### src/rtl/game_pkg.sv
// Shared types and constants for the tic-tac-toe game controller.
package game_pkg;

  localparam int NUM_CELLS = 9;
  localparam int NUM_LINES = 8;
  localparam logic [3:0] MAX_MOVES = 4'd9;

  typedef enum logic [1:0] {
    PLAY  = 2'd0,
    CHECK = 2'd1,
    DONE  = 2'd2
  } state_e;

  typedef enum logic [1:0] {
    WIN_NONE = 2'b00,
    WIN_A    = 2'b01,
    WIN_B    = 2'b10,
    WIN_DRAW = 2'b11
  } winner_e;

endpackage

### src/rtl/cell_decode.sv
// Converts a 4-bit cell index into a one-hot board mask plus a range flag.
module cell_decode
  import game_pkg::*;
(
  input  logic [3:0]           move_pos_i,
  output logic [NUM_CELLS-1:0] onehot_o,
  output logic                 in_range_o
);

  always_comb begin
    in_range_o = (move_pos_i < 4'(NUM_CELLS));
    onehot_o   = '0;
    if (in_range_o) onehot_o = NUM_CELLS'(1) << move_pos_i;
  end

endmodule

### src/rtl/game_ctrl.sv
// Tic-tac-toe move sequencer: accepts moves, waits one cycle for the external
// winner detector to see the registered board, then declares win/draw or passes the turn.
//   state | meaning
//   PLAY  | waiting for a move from the player indicated by turn
//   CHECK | board updated, evaluating win_line and move count
//   DONE  | game finished, winner and win_line_q held until new_game
module game_ctrl
  import game_pkg::*;
(
  input  logic                 clk,
  input  logic                 reset,
  input  logic                 new_game,
  input  logic                 move_valid,
  input  logic [3:0]           move_pos,
  output logic                 move_ready,
  input  logic [NUM_LINES-1:0] win_line,
  output logic [NUM_CELLS-1:0] ain,
  output logic [NUM_CELLS-1:0] bin,
  output logic                 turn,
  output logic                 illegal,
  output logic                 game_over,
  output logic [1:0]           winner,
  output logic [NUM_LINES-1:0] win_line_q
);

  state_e                 state_q;
  logic [NUM_CELLS-1:0]   ain_q, bin_q;
  logic [3:0]             cnt_q;
  logic                   turn_q;
  logic                   illegal_q;
  logic                   game_over_q;
  winner_e                winner_q;
  logic [NUM_LINES-1:0]   win_cap_q;

  logic [NUM_CELLS-1:0]   cell_d;
  logic                   in_range_d;
  logic                   legal_d;

  cell_decode u_cell_decode (
    .move_pos_i (move_pos),
    .onehot_o   (cell_d),
    .in_range_o (in_range_d)
  );

  assign legal_d    = in_range_d && (((ain_q | bin_q) & cell_d) == '0);
  assign move_ready = (state_q == PLAY) && !new_game;

  always_ff @(posedge clk or posedge reset) begin
    if (reset) begin
      state_q     <= PLAY;
      ain_q       <= '0;
      bin_q       <= '0;
      cnt_q       <= '0;
      turn_q      <= 1'b0;
      illegal_q   <= 1'b0;
      game_over_q <= 1'b0;
      winner_q    <= WIN_NONE;
      win_cap_q   <= '0;
    end else begin
      illegal_q <= 1'b0;
      if (new_game) begin
        state_q     <= PLAY;
        ain_q       <= '0;
        bin_q       <= '0;
        cnt_q       <= '0;
        turn_q      <= 1'b0;
        game_over_q <= 1'b0;
        winner_q    <= WIN_NONE;
        win_cap_q   <= '0;
      end else begin
        case (state_q)
          PLAY: begin
            if (move_valid) begin
              if (legal_d) begin
                if (turn_q) bin_q <= bin_q | cell_d;
                else        ain_q <= ain_q | cell_d;
                cnt_q   <= (cnt_q == MAX_MOVES) ? cnt_q : cnt_q + 4'd1;
                state_q <= CHECK;
              end else begin
                illegal_q <= 1'b1;
              end
            end
          end
          // A completed line wins even when the board is also full.
          CHECK: begin
            if (win_line != '0) begin
              state_q     <= DONE;
              game_over_q <= 1'b1;
              winner_q    <= turn_q ? WIN_B : WIN_A;
              win_cap_q   <= win_line;
            end else if (cnt_q == MAX_MOVES) begin
              state_q     <= DONE;
              game_over_q <= 1'b1;
              winner_q    <= WIN_DRAW;
              win_cap_q   <= '0;
            end else begin
              turn_q  <= ~turn_q;
              state_q <= PLAY;
            end
          end
          DONE: begin
            state_q <= DONE;
          end
          default: begin
            state_q <= PLAY;
          end
        endcase
      end
    end
  end

  assign ain        = ain_q;
  assign bin        = bin_q;
  assign turn       = turn_q;
  assign illegal    = illegal_q;
  assign game_over  = game_over_q;
  assign winner     = winner_q;
  assign win_line_q = win_cap_q;

endmodule
### config.mk
export PLATFORM = sky130hd
export DESIGN_NAME = game_ctrl
export DESIGN_NICKNAME = d
export VERILOG_FILES = /design/src/rtl/game_pkg.sv /design/src/rtl/cell_decode.sv /design/src/rtl/game_ctrl.sv
export SDC_FILE = /design/constraint.sdc
export NUM_CORES = 1
export LEC_CHECK = 0
export CAP_MARGIN = 0
export CORE_MARGIN = 1.5
export CORE_UTILIZATION = 48
export DETAILED_ROUTE_END_ITERATION = 8
export PLACE_DENSITY_LB_ADDON = 0.1
export REMOVE_ABC_BUFFERS = 1
export SETUP_SLACK_MARGIN = 0.15
export SYNTH_ARGS = -nofsm -noshare
export SYNTH_HDL_FRONTEND = slang
export SYNTH_SLANG_ARGS = --single-unit
### constraint.sdc
create_clock -name clk -period 2.3 [get_ports clk]
set_clock_uncertainty 0.1 [all_clocks]
set_input_delay 0.46 -clock clk [delete_from_list [all_inputs] [get_ports clk]]
set_output_delay 0.46 -clock clk [all_outputs]
set_load 0.005 [all_outputs]
==> key figures <==
Clocking
  – # clock sinks: 37
  – CTS Buf Count: 5
  – H-Tree Level Count: 2
  – Max Root-Sink Buffers: 2
  – CTS hold repair buffers: 0
  – Clk pin slew, worst setup/hold paths: 0.08 ns
  – CTS root buf: clkbuf_8
  – Clk Latency, worst-skew pair: 0.29 ns
  – CTS tree: done

Global routing
  – GRT Resource Usage Total: 24.0%
  – Vias in the first global route: 1662
  – Largest net degree at the start of global routing: 38
  – Initial antenna violation count: 0
  – Grt ovf: 0
  – First-pass GRT wire length: 7820 um

Detailed routing
  – Via count: 1702
  – Post-Route WL: 4920 um
  – Drt via density: 5.75
  – Routed Antenna Nets: 0
  – DR WL/cell: 16.6 um
  – TritonRoute pass-1 iters: 4
  – DRC Markers: 0
  – First DRT Iteration DRCs: 203

Setup path
  – Worst path arrival time: 2.26 ns
  – Crit path launch: ain[8]
  – Crit path kind: flip-flop to flip-flop
  – Critical path peak fanout: 5
  – Worst reg2reg setup slack: 0.16 ns
  – FF-to-FF Start: ain[8]
  – Worst setup EP type: flip-flop
  – CP startpoint kind: flip-flop
  – Worst Path Required: 2.42 ns
  – Worst Reg-to-Reg Cells: 5
  – RR Endpoint: cnt_q[0]

Synth
  – Register area share after synthesis: 49.6%
  – Synth warn: 0
  – Post-synth EDFFs: 0
  – Async S/R FF share, synth: 100%
  – Post-Syn Area: 1870 um2
  – Post-synth top flop: dfrtp_1
  – Mapped Cells: 179
  – FF+latch count, synth: 37
  – Mean post-synth cell area: 10.4 um2
  – Unique masters post-synth: 39

Power
  – Int Power: 0.000982 W
  – Comb pwr share: 16.8%
  – Leak: 1.11 nW
  – Clk pwr share: 32.9%
  – Power Dens Cells: 494 nW/um2
  – Sw frac: 26.7%
  – Register share of total power: 50.3%
  – Max VDD drop: 0.367 mV
  – Overall power: 0.00134 W
  – NetSw: 0.000358 W

Floorplanning
  – Die ar.: 4280 um2
  – Row count: 22
  – Area of the core: 3690 um2
  – Die height: 65.4 um
  – Die X: 65.4 um
  – Ports: 48
  – Initial Utilization: 50.6%

Placed design
  – Area after DPL: 2470 um2
  – Buffers on Ports: 47
  – GPL Wtd Cong: 0.863
  – HPWL after DPL: 3180 um

Min path
  – Worst hold path class: flip-flop to flip-flop
  – Hold Crit Depth: 2
  – Hold path start: game_over
  – Hold Path End: game_over

Final layout
  – Antenna cells: 0
  – Area occupied by multi-input gates: 951 um2
  – Commonest non-fill, non-tap cells in the layout: clkdlybuf4s50_1 (43), dfrtp_1 (36), nor2_1 (23)
  – P&R area growth vs syn: 45.0%
  – Share of post-route cells with drive strength above 1: 23.4%
  – Most common cell after layout, fill and taps aside: clkdlybuf4s50_1
  – Final Cell Area: 2710 um2
  – Fill cells: 267
  – Nets: 265
  – Flip-flop and latch area: 927 um2

Status
  – Status: finished clean

Timing
  – Rel. slew slack: 68.8%
  – F_max: 0.468 GHz
  – RSZ-0062 raised after global routing: true
  – Post-layout min period: 2.14 ns
  – Final critical-path share of the clock period: 92.9%
  – Slew Limit Fails: 0
  – Final Hold Violating Endpoints: 0
  – Final number of setup-violating endpoints: 0
  – Worst-margin pin slew: 0.467 ns

Job
  – Max cap viols: 0
[metal layers]
layer,vias up,track usage [%],wire [um]
met4,0,8.33,72
met1,835,33.7,2170
li1,784,-,-
met2,74,37.6,2380
met5,-,0,0
met3,9,4.28,290
[final cells by class]
cell class | instances | area share, %
sequential | 37 | 34.2
inverter | 19 | 2.63
clock inverter | 2 | 0.370
tap | 48 | 2.22
clock buffer | 6 | 2.68
timing repair buffer | 67 | 22.8
multi-input combinational | 117 | 35.1
[power by group through the flow]
stage          registers [W]  clock network (W)  logic [W]
2_1_floorplan       0.000686                  0  0.0000797
3_3_place_gp        0.000686                  0   0.000188
3_5_place_dp        0.000686                  0   0.000194
4_1_cts             0.000674           0.000442   0.000206
5_1_grt             0.000675           0.000471   0.000241
6_report            0.000674           0.000441   0.000225
[cells by family after synthesis]
| logic type | count (synthesis) | synth area share (%) |
|---|---|---|
| AO/OA/AOI/OAI | 35 | 17.7 |
| XOR/XNOR | 1 | 0.469 |
| adder cells (fa/ha/maj) | 2 | 1.34 |
| buffers and inverters | 29 | 7.10 |
| flip-flops | 37 | 49.6 |
| multiplexers | 9 | 4.89 |
| AND/OR/NAND/NOR | 66 | 19.0 |
[worst max-delay path, stage by stage (launching register included)]
cell and delay (ns):
dfrtp_1 0.39, or4_4 0.53, o21ai_4 0.21, o311ai_4 0.18, or4_4 0.51, a21oi_2 0.15
[worst max path at each step]
stage / to / slack [ns] / cells after the start
3_5_place_dp: ain[0] / -0.38 / 6
5_1_grt: bin[0] / 0.10 / 5
6_report: cnt_q[0] / 0.16 / 5
3_3_place_gp: bin[3] / -0.25 / 6
4_1_cts: cnt_q[0] / 0.13 / 5
2_1_floorplan: ain[3] / 0.25 / 5
[state kept, by name, summed over array words and instances (netlist names)]
| signal | flops |
|---|---|
| ain | 9 |
| bin | 9 |
| win_line_q | 8 |
| cnt_q | 4 |
| state_q | 2 |
| winner | 2 |
| game_over | 1 |
| illegal | 1 |
| turn | 1 |
[timing repair]
item	CTS	global route
setup endpoints to repair	25	24
gates resized for setup	11	15
setup buffers	0	2
cloned	2	2
pin swaps	6	8
[through the flow]
step / util (%) / setup slack [ns] / hold WS [ns] / setup TNS, ns / instances
after global placement: 67.0 / -0.249 / 0.377 / -5.54 / 282
after detailed placement: 67.0 / -0.383 / 0.404 / -7.51 / 282
after global routing: 73.4 / 0.102 / 0.453 / 0 / 296
final: 73.4 / 0.163 / 0.417 / 0 / 296
after CTS: 70.5 / 0.128 / 0.421 / 0 / 292
after floorplan: - / 0.254 / 0.391 / 0 / 169
[synth_stat cells (2+ instances only)]
cell type	count	area, um2
a21oi_1	5	25.0
buf_6	3	33.8
o41ai_2	4	65.1
nor2b_1	3	18.8
nand3_1	6	30.0
clkbuf_1	6	22.5
inv_1	19	71.3
dfrtp_1	37	926
or2_2	2	12.5
or4_1	5	37.5
o32ai_1	14	123
nand3b_1	2	15.0
a311oi_1	2	17.5
nand2_1	5	18.8
o31ai_1	3	22.5
nor2_1	24	90.1
nor3_1	4	20.0
nand2b_1	6	37.5
mux2i_1	8	80.1
ha_1	2	25.0
No activity file was read; power rests on OpenSTA's default activity.
